File: config.mk
export PLATFORM = sky130hd
export DESIGN_NAME = pool_stream_layer
export DESIGN_NICKNAME = d
export VERILOG_FILES = /design/src/rtl/pool_stream_layer.sv
export SDC_FILE = /design/constraint.sdc
export NUM_CORES = 2
export LEC_CHECK = 0
export CAP_MARGIN = 15
export CORE_UTILIZATION = 45
export CTS_CLUSTER_SIZE = 8
export DETAILED_ROUTE_END_ITERATION = 8
export PLACE_DENSITY_LB_ADDON = 0.08
export SYNTH_ARGS = -nofsm -noshare
export SYNTH_HDL_FRONTEND = slang
export SYNTH_SLANG_ARGS = --single-unit
File: constraint.sdc
create_clock -name clk -period 6.75 [get_ports clk]
set_input_delay 1.35 -clock clk [delete_from_list [all_inputs] [get_ports clk]]
set_output_delay 1.35 -clock clk [all_outputs]
set_load 0.1 [all_outputs]
File: src/rtl/pool_stream_layer.sv
`default_nettype none
// ============================================================================
// Module      : pool_stream_layer
// Description : Streaming non-overlapping KxK pooling over all channels in
//               parallel. Pixels arrive one per handshake in raster order; one
//               pooled pixel leaves per completed window. Max or floor-average
//               is selected per frame. The output is saturated to the output
//               width and held under downstream backpressure.
// Ports       : clk          rising-edge clock
//               rst          asynchronous active-low reset
//               i_start      1-cycle frame start, latches i_mode (IDLE only)
//               i_mode       0 = max, 1 = floor-average
//               i_valid      i_data valid
//               o_ready      pixel accepted when i_valid && o_ready
//               i_data       one pixel, channel ch at [ch*DATATYPE_SIZE +: DATATYPE_SIZE]
//               o_valid      o_func_data valid
//               i_next_busy  downstream stall; transfer when o_valid && !i_next_busy
//               o_func_data  pooled pixel, channel ch at [ch*OUTPUT_DATATYPE_SIZE +: ...]
//               o_busy       high outside IDLE
//               o_done       1-cycle pulse once the frame is complete and drained
// Revision    : 1.0 - initial release
// ============================================================================
module pool_stream_layer #(
    parameter int DATATYPE_SIZE        = 4,
    parameter int OUTPUT_DATATYPE_SIZE = 4,
    parameter int INPUT_CHANNELS       = 10,
    parameter int IMG_WIDTH            = 22,
    parameter int KERNEL_DIM           = 2
) (
    input  logic                                            clk,
    input  logic                                            rst,
    input  logic                                            i_start,
    input  logic                                            i_mode,
    input  logic                                            i_valid,
    output logic                                            o_ready,
    input  logic [INPUT_CHANNELS*DATATYPE_SIZE-1:0]         i_data,
    output logic                                            o_valid,
    input  logic                                            i_next_busy,
    output logic [INPUT_CHANNELS*OUTPUT_DATATYPE_SIZE-1:0]  o_func_data,
    output logic                                            o_busy,
    output logic                                            o_done
);

    localparam int c_out_width = IMG_WIDTH / KERNEL_DIM;
    localparam int c_acc_w     = DATATYPE_SIZE + 2 * $clog2(KERNEL_DIM) + 1;
    localparam int c_res_w     = (c_acc_w > OUTPUT_DATATYPE_SIZE) ? c_acc_w : OUTPUT_DATATYPE_SIZE;
    localparam int c_cnt_w     = (IMG_WIDTH > 1) ? $clog2(IMG_WIDTH) : 1;
    localparam int c_k_w       = (KERNEL_DIM > 1) ? $clog2(KERNEL_DIM) : 1;
    localparam int c_ox_w      = (c_out_width > 1) ? $clog2(c_out_width) : 1;

    localparam logic [c_cnt_w-1:0] c_last_pos = c_cnt_w'(IMG_WIDTH - 1);
    // One bit wider than the counters: the trim limit may equal IMG_WIDTH.
    localparam logic [c_cnt_w:0]   c_trim_lim = (c_cnt_w + 1)'(c_out_width * KERNEL_DIM);
    localparam logic [c_k_w-1:0]   c_k_last   = c_k_w'(KERNEL_DIM - 1);
    localparam logic [c_acc_w-1:0] c_area     = c_acc_w'(KERNEL_DIM * KERNEL_DIM);
    localparam logic [c_res_w-1:0] c_out_max  = c_res_w'((64'd1 << OUTPUT_DATATYPE_SIZE) - 64'd1);

    typedef enum logic [1:0] {
        ST_IDLE  = 2'd0,
        ST_RUN   = 2'd1,
        ST_DRAIN = 2'd2,
        ST_DONE  = 2'd3
    } state_t;

    state_t                 r_state;
    state_t                 w_state_next;

    logic                   r_mode;
    logic [c_cnt_w-1:0]     r_row;
    logic [c_cnt_w-1:0]     r_col;
    logic [c_k_w-1:0]       r_kx;
    logic [c_k_w-1:0]       r_ky;
    logic [c_ox_w-1:0]      r_ox;
    logic [c_acc_w-1:0]     r_acc [INPUT_CHANNELS][c_out_width];

    logic                                           r_valid;
    logic [INPUT_CHANNELS*OUTPUT_DATATYPE_SIZE-1:0] r_data;

    logic                   w_out_free;
    logic                   w_accept;
    logic                   w_in_region;
    logic                   w_first;
    logic                   w_last;
    logic                   w_win_done;
    logic                   w_last_pix;
    logic [c_acc_w-1:0]     w_pix [INPUT_CHANNELS];
    logic [c_acc_w-1:0]     w_upd [INPUT_CHANNELS];
    logic [c_res_w-1:0]     w_res [INPUT_CHANNELS];
    logic [INPUT_CHANNELS*OUTPUT_DATATYPE_SIZE-1:0] w_sat;

    // ------------------------------------------------------------------------
    // Handshake and position decode
    // ------------------------------------------------------------------------
    // The output register has room when it is empty or is being emptied this
    // cycle; this is what lets a completed window load back-to-back with a
    // transfer, and what blocks acceptance while the register is stalled.
    assign w_out_free  = !r_valid || !i_next_busy;
    assign o_ready     = (r_state == ST_RUN) && w_out_free;
    assign w_accept    = i_valid && o_ready;

    // Pixels beyond the last whole window (odd-size trim) are consumed but
    // never touch the accumulators.
    assign w_in_region = ({1'b0, r_col} < c_trim_lim) && ({1'b0, r_row} < c_trim_lim);
    assign w_first     = (r_kx == '0) && (r_ky == '0);
    assign w_last      = (r_kx == c_k_last) && (r_ky == c_k_last);
    assign w_win_done  = w_accept && w_in_region && w_last;
    assign w_last_pix  = (r_row == c_last_pos) && (r_col == c_last_pos);

    // ------------------------------------------------------------------------
    // Per-channel datapath: accumulator update, result and saturation
    // ------------------------------------------------------------------------
    always_comb begin
        w_sat = '0;
        for (int ch = 0; ch < INPUT_CHANNELS; ch++) begin
            w_pix[ch] = c_acc_w'(i_data[ch*DATATYPE_SIZE +: DATATYPE_SIZE]);
            if (w_first) begin
                w_upd[ch] = w_pix[ch];
            end else if (r_mode) begin
                w_upd[ch] = r_acc[ch][r_ox] + w_pix[ch];
            end else begin
                w_upd[ch] = (w_pix[ch] > r_acc[ch][r_ox]) ? w_pix[ch] : r_acc[ch][r_ox];
            end
            // The result is formed from the updated value so the output
            // register can capture it on the same edge as the last pixel.
            if (r_mode) begin
                w_res[ch] = c_res_w'(w_upd[ch] / c_area);
            end else begin
                w_res[ch] = c_res_w'(w_upd[ch]);
            end
            if (w_res[ch] > c_out_max) begin
                w_sat[ch*OUTPUT_DATATYPE_SIZE +: OUTPUT_DATATYPE_SIZE] = {OUTPUT_DATATYPE_SIZE{1'b1}};
            end else begin
                w_sat[ch*OUTPUT_DATATYPE_SIZE +: OUTPUT_DATATYPE_SIZE] = w_res[ch][OUTPUT_DATATYPE_SIZE-1:0];
            end
        end
    end

    // ------------------------------------------------------------------------
    // Raster position counters and mode latch
    // ------------------------------------------------------------------------
    always_ff @(posedge clk or negedge rst) begin
        if (!rst) begin
            r_mode <= 1'b0;
            r_row  <= '0;
            r_col  <= '0;
            r_kx   <= '0;
            r_ky   <= '0;
            r_ox   <= '0;
        end else if ((r_state == ST_IDLE) && i_start) begin
            r_mode <= i_mode;
            r_row  <= '0;
            r_col  <= '0;
            r_kx   <= '0;
            r_ky   <= '0;
            r_ox   <= '0;
        end else if (w_accept) begin
            if (r_col == c_last_pos) begin
                r_col <= '0;
                r_kx  <= '0;
                r_ox  <= '0;
                r_row <= (r_row == c_last_pos) ? '0 : r_row + c_cnt_w'(1);
                r_ky  <= (r_ky == c_k_last) ? '0 : r_ky + c_k_w'(1);
            end else begin
                r_col <= r_col + c_cnt_w'(1);
                // ox may run past the last window inside the trim columns;
                // those pixels are discarded, and ox restarts at row wrap.
                if (r_kx == c_k_last) begin
                    r_kx <= '0;
                    r_ox <= r_ox + c_ox_w'(1);
                end else begin
                    r_kx <= r_kx + c_k_w'(1);
                end
            end
        end
    end

    // ------------------------------------------------------------------------
    // Row accumulator: one entry per window column, per channel
    // ------------------------------------------------------------------------
    always_ff @(posedge clk or negedge rst) begin
        if (!rst) begin
            for (int ch = 0; ch < INPUT_CHANNELS; ch++) begin
                for (int ox = 0; ox < c_out_width; ox++) begin
                    r_acc[ch][ox] <= '0;
                end
            end
        end else if (w_accept && w_in_region) begin
            for (int ch = 0; ch < INPUT_CHANNELS; ch++) begin
                r_acc[ch][r_ox] <= w_upd[ch];
            end
        end
    end

    // ------------------------------------------------------------------------
    // Output register
    // ------------------------------------------------------------------------
    always_ff @(posedge clk or negedge rst) begin
        if (!rst) begin
            r_valid <= 1'b0;
            r_data  <= '0;
        end else if (w_win_done) begin
            r_valid <= 1'b1;
            r_data  <= w_sat;
        end else if (!i_next_busy) begin
            r_valid <= 1'b0;
        end
    end

    assign o_valid     = r_valid;
    assign o_func_data = r_data;

    // ------------------------------------------------------------------------
    // Frame control FSM
    // ------------------------------------------------------------------------
    always_ff @(posedge clk or negedge rst) begin
        if (!rst) begin
            r_state <= ST_IDLE;
        end else begin
            r_state <= w_state_next;
        end
    end

    always_comb begin
        w_state_next = r_state;
        o_busy       = 1'b1;
        o_done       = 1'b0;
        case (r_state)
            ST_IDLE: begin
                o_busy = 1'b0;
                if (i_start) begin
                    w_state_next = ST_RUN;
                end
            end
            ST_RUN: begin
                if (w_accept && w_last_pix) begin
                    w_state_next = ST_DRAIN;
                end
            end
            ST_DRAIN: begin
                // Leave as the register empties, so o_done lands in the
                // cycle right after the final transfer.
                if (w_out_free) begin
                    w_state_next = ST_DONE;
                end
            end
            ST_DONE: begin
                o_done       = 1'b1;
                w_state_next = ST_IDLE;
            end
            default: begin
                w_state_next = ST_IDLE;
            end
        endcase
    end

endmodule
`default_nettype wire

== After elaboration in Yosys (flattened, before gate mapping) ==
Cells that the tools add are included.

* Input port bits: 46
* Register bits after elaboration: 830

* Muxes and demuxes: 119
* Bitwise logic cells: 3
* $lt $le $gt $ge: 24
* Reductions and logical operators: 21
* Add/subtract/negate cells: 15
* Equal/unequal tests: 9

{| class="wikitable"
|+ Operators by type and width
! kind !! count
|-
| $bwmux W77 || 10
|-
| $mux W7 || 61
|-
| $bmux W7 S4 || 10
|-
| $add A7 B4 Y7 || 10
|-
| $gt A4 B7 Y1 || 10
|-
| $gt A7 B4 Y1 const B || 10
|-
| $mux W4 || 14
|-
| $mux W5 || 7
|-
| $demux W7 S4 || 1
|-
| $mux W1 || 12
|-
| $logic_and A1 B1 Y1 || 11
|-
| $add A5 B1 Y5 const B || 2
|-
| $eq A5 B5 Y1 const B || 2
|-
| $lt A5 B5 Y1 const B || 2
|-
| $pmux W2 S4 || 1
|-
| $mux W2 || 3
|-
| $ge A5 B5 Y1 const B || 1
|-
| $lt A5 B1 Y1 const B || 1
|-
| $not A4 Y5 || 1
|-
| $add A4 B1 Y4 const B || 1
|-
| $eq A2 B2 Y1 const B || 2
|-
| $ne A2 B1 Y1 const B || 2
|-
| $ne A2 B2 Y1 const B || 2
|-
| $reduce_and A2 Y1 || 2
|-
| 9 further kinds || 13
|}

== Logic depth before layout (Yosys ltp) ==
* Depth in word-level cells: 11
* Depth in mapped cells: 24
* Gate-level depth less buffers: 16

== Least setup slack after synthesis ==
Ideal clock, no wire load.

* Path kind: reg-to-reg
* Start: register r_ox[1]
* End: register r_acc[335] (netlist name)
* Cell stages (with the launch flop): 21
* Required time: 6613 ps
* Slack: 2377 ps
* Arrival: 4237 ps
* Cells stage by stage: dfrtp_1 buf_6 nor2b_1 buf_2 buf_4 buf_2 buf_4 buf_2 a221o_1 o21ai_0 o21ai_1 ha_1 inv_1 fa_1 or2_2 a21oi_1 o21ai_0 nor3b_1 mux2i_1 clkbuf_1 o21ai_0

* Cells in the longest elaborated chain, start to end: 9
* Elaborated cells on any way between the ends: 15

{| class="wikitable"
|+ Ends and longest elaborated chain
! item !! line !! RTL
|-
| start, declared || 73 || <nowiki>logic [c_ox_w-1:0] r_ox;</nowiki>
|-
| start signal, assigned || 169 || <nowiki>r_ox <= r_ox + c_ox_w'(1);</nowiki>
|-
| $not A4 Y5 (not written as such) * || 119, 121, 189 ||
|-
| $bmux W7 S4 || 119, 121 ||
|-
| $mux W7 (not written as such) (2 in series) || 119, 121 ||
|-
| $gt A4 B7 Y1 || 121 || <nowiki>w_upd[ch] = (w_pix[ch] > r_acc[ch][r_ox]) ? w_pix[ch] : r_acc[ch][r_ox];</nowiki>
|-
| $mux W7 || 121 ||
|-
| $mux W7 || 118 || <nowiki>end else if (r_mode) begin</nowiki>
|-
| $mux W7 || 116 || <nowiki>if (w_first) begin</nowiki>
|-
| $bwmux W77 * || 189 || <nowiki>r_acc[ch][r_ox] <= w_upd[ch];</nowiki>
|-
| end signal, assigned by index || 189 ||
|-
| end, declared || 74 || <nowiki>logic [c_acc_w-1:0] r_acc [INPUT_CHANNELS][c_out_width];</nowiki>
|}

Every way passes the cells marked *; elsewhere a longest branch is shown, timed or not. The select of a mux whose other input is x is not followed.
A chain may end at the register's enable or synchronous reset.

== Worst setup path after layout ==
* Start: register r_ox[1]
* End: register r_acc[120] (netlist name)

The elaborated chain is that of the path after synthesis.

==> flow_metrics.env <==
export IMPL_status="finished, final reports clean"
export IMPL_wl_per_cell_um=23.7
export IMPL_power_density_nw_per_um2=357
export IMPL_tns_ps=0
export IMPL_port_buffers=89
export IMPL_syn2layout_area_growth_pct=10.8
export IMPL_initial_core_util_pct=45.6
export IMPL_grt_pass1_wl_um=193000
export IMPL_antenna_found_initial=5
export IMPL_finalHoldViolations=0
export IMPL_cts_tree="done"
export IMPL_ys_seq_area_share_pct=49.5
export IMPL_crit_path_end_kind="register"
export IMPL_critPathMaxFanout=102
export IMPL_fin_util_pct=50.6
export IMPL_max_stage_delay_ps=860
export IMPL_nets=4148
export IMPL_post_drt_via_cell_ratio=5.75
export IMPL_cts_resized_gates=0
export IMPL_slowest_stage="o221ai_1"
export IMPL_hold_buffers=0
export IMPL_cts_sinks=830
export IMPL_place_area_um2=43400
export IMPL_netlist_instances=4082
export IMPL_grt_ovfl_total=0
export IMPL_gp_congestion=0.871
export IMPL_rsz0062_at_grt="no"
export IMPL_yosys_cell_types_count=94
export IMPL_vias=30226
export IMPL_cp_cell_sequence="buf_12, mux2_2, a221o_1, o21ai_0, o22a_1, ha_1, and4_1, a21oi_1, and4_1, a22oi_1, o221ai_1, o21ai_0"
export IMPL_drive_gt1_share_pct=13.3
export IMPL_critical_path_top_delay_family="compound AO/OA/AOI/OAI gates"
export IMPL_synthMostInstantiatedCell="nand2_1"
export IMPL_tightest_slew_ps=1170
export IMPL_max_freq_mhz=196
export IMPL_pin_count=90
export IMPL_power_leakage_nw=20.5
export IMPL_synthesis_nets=4231
export IMPL_ys_seq_elements=830
export IMPL_synth_edf_count=0
export IMPL_synth_common_cells="nand2_1 (842), dfrtp_1 (830), o21ai_0 (580)"
export IMPL_row_count=111
export IMPL_synth_top_cell_by_area="dfrtp_1"
export IMPL_antenna_cells=0
export IMPL_grt_pass1_vias=30508
export IMPL_fin_crit_sh_pct=75.4
export IMPL_wl_um=125000
export IMPL_cts_buffers=114
export IMPL_coreArea_um2=91900
export IMPL_start_kind="register"
export IMPL_cp_data_required_time_ps=7280
export IMPL_route_detailed_drc=0
export IMPL_crit_type="register to register"
export IMPL_post_cts_setup_buffers=0
export IMPL_fp_dieH_um=307
export IMPL_fin_skew_ps=26.1
export IMPL_fin_area_um2=46500
export IMPL_dieArea_um2=94500
export IMPL_synth_area_um2=42000
export IMPL_yosys_warnings=0
export IMPL_setup_violations=0
export IMPL_relSlewSlack_pct=21.7
export IMPL_drt_iter0_drc=2246
export IMPL_maxCapViolCount=0
export IMPL_grt_max_degree=153
export IMPL_dp_hpwl_um=72500
export IMPL_postSynth_asyncResetShare_pct=100
export IMPL_synth_area_top_cells="dfrtp_1 (50%), nand2_1 (7.5%), o21ai_0 (6.9%)"
export IMPL_synth_flop_cell="dfrtp_1"
export IMPL_fillers=8564
export IMPL_drv_slew=0
export IMPL_fin_hold_ws_ps=470
export IMPL_clock_path_buffers=3
export IMPL_arrival_ps=5620
export IMPL_die_w_um=307
export IMPL_synth_top_area_share_pct=49.5
export IMPL_period_minus_slack_ps=5090
export IMPL_firstDrtPassIters=6
export IMPL_grtUsageTotal_pct=26.9
export IMPL_synth_avg_cell_area_um2=10.3
export IMPL_cts_max_level=3
export IMPL_clkTransAtPathRegs_ps=60
export IMPL_holdCritPathClass="register to register"
export IMPL_antenna_left=0
export IMPL_clk_latency_ps=710
export IMPL_ir_drop_v=0.000261
export IMPL_cp_buffers_inverters=1
export IMPL_cts_root_buf="clkbuf_16"
metal layers:
metal	share of wire (%)	vias to the layer above	track usage, %
li1	-	14211	-
met1	48	15076	39.7
met3	5.2	210	4.67
met5	0.027	-	0
met4	2.5	4	6.94
met2	44	725	41.0
through the flow:
| step | worst slack [ps] | total power, mW | instances |
|---|---|---|---|
| finish | 1660 | 16.6 | 5259 |
| global route | 1330 | 17.5 | 5259 |
| CTS | 1610 | 16.7 | 5258 |
| detailed placement | 1650 | 11.5 | 5125 |
| global placement | 1700 | 11.5 | 5125 |
| floorplan | 2380 | 10.0 | 4082 |
where the power goes:
part	internal, mW	switching [mW]
combinational	2.01	3.78
clock	3.00	2.15
sequential	5.40	0.261
total	10.4	6.19
worst min-delay path, stage by stage, from the launching register on:
cell	delay, ps
dfrtp_1	330
nand2_1	40
o21ai_0	60
sequential cells by signal, summed over array words and instances (netlist names):
name / count
o_func_data: 40
o_valid: 1
r_acc: 770
r_col: 5
r_kx: 1
r_ky: 1
r_mode: 1
r_ox: 4
r_row: 5
r_state: 2
worst paths after layout:
path | depth (start not counted) | slack (ps) | endpoint | start
worst max-delay path | 12 | 1660 | r_acc[120] | r_ox[1]
worst min-delay path | 2 | 470 | r_acc[538] | r_acc[538]
worst max register to register | 12 | 1660 | r_acc[120] | r_ox[1]
worst min register to register | 2 | 470 | r_acc[538] | r_acc[538]
max in group asynchronous | 2 | 4820 | r_acc[78] | rst
min in group asynchronous | 1 | 600 | r_acc[722] | rst
placed cells by master, fill, tap and decap left out, types with 22 or more instances in the layout:
| cell type | count |
|---|---|
| o21ai_2 | 43 |
| mux4_1 | 33 |
| nor2_1 | 94 |
| xor2_1 | 31 |
| mux4_2 | 77 |
| mux2i_1 | 79 |
| dfrtp_1 | 825 |
| ha_1 | 93 |
| a22oi_1 | 40 |
| inv_1 | 88 |
| a21oi_1 | 94 |
| o21ai_0 | 580 |
| mux2_2 | 150 |
| a221o_1 | 58 |
| clkdlybuf4s50_1 | 88 |
| nand2_1 | 831 |
| o21a_1 | 23 |
| o21ai_1 | 183 |
| clkbuf_16 | 114 |
| buf_4 | 45 |
| buf_12 | 22 |
cell type report:
type | instances | area (µm²) | area share, %
Clock buffer | 126 | 2920 | 6.28
Timing Repair Buffer | 156 | 1670 | 3.60
Clock inverter | 7 | 120 | 0.258
Sequential cell | 830 | 20800 | 44.7
Inverter | 92 | 349 | 0.751
Tap cell | 1243 | 1560 | 3.35
Multi-Input combinational cell | 2805 | 19100 | 41.1
logic make-up after synthesis:
group / after synthesis / share of synthesized area, %
fa+ha+maj: 103 / 3.25
flops: 830 / 49.5
simple gates: 1084 / 10.6
xor+xnor: 47 / 0.981
compound gates: 1224 / 18.0
mux: 347 / 12.3
buf+inv: 447 / 5.28
Note: power is estimated with default switching activity, not from simulation.
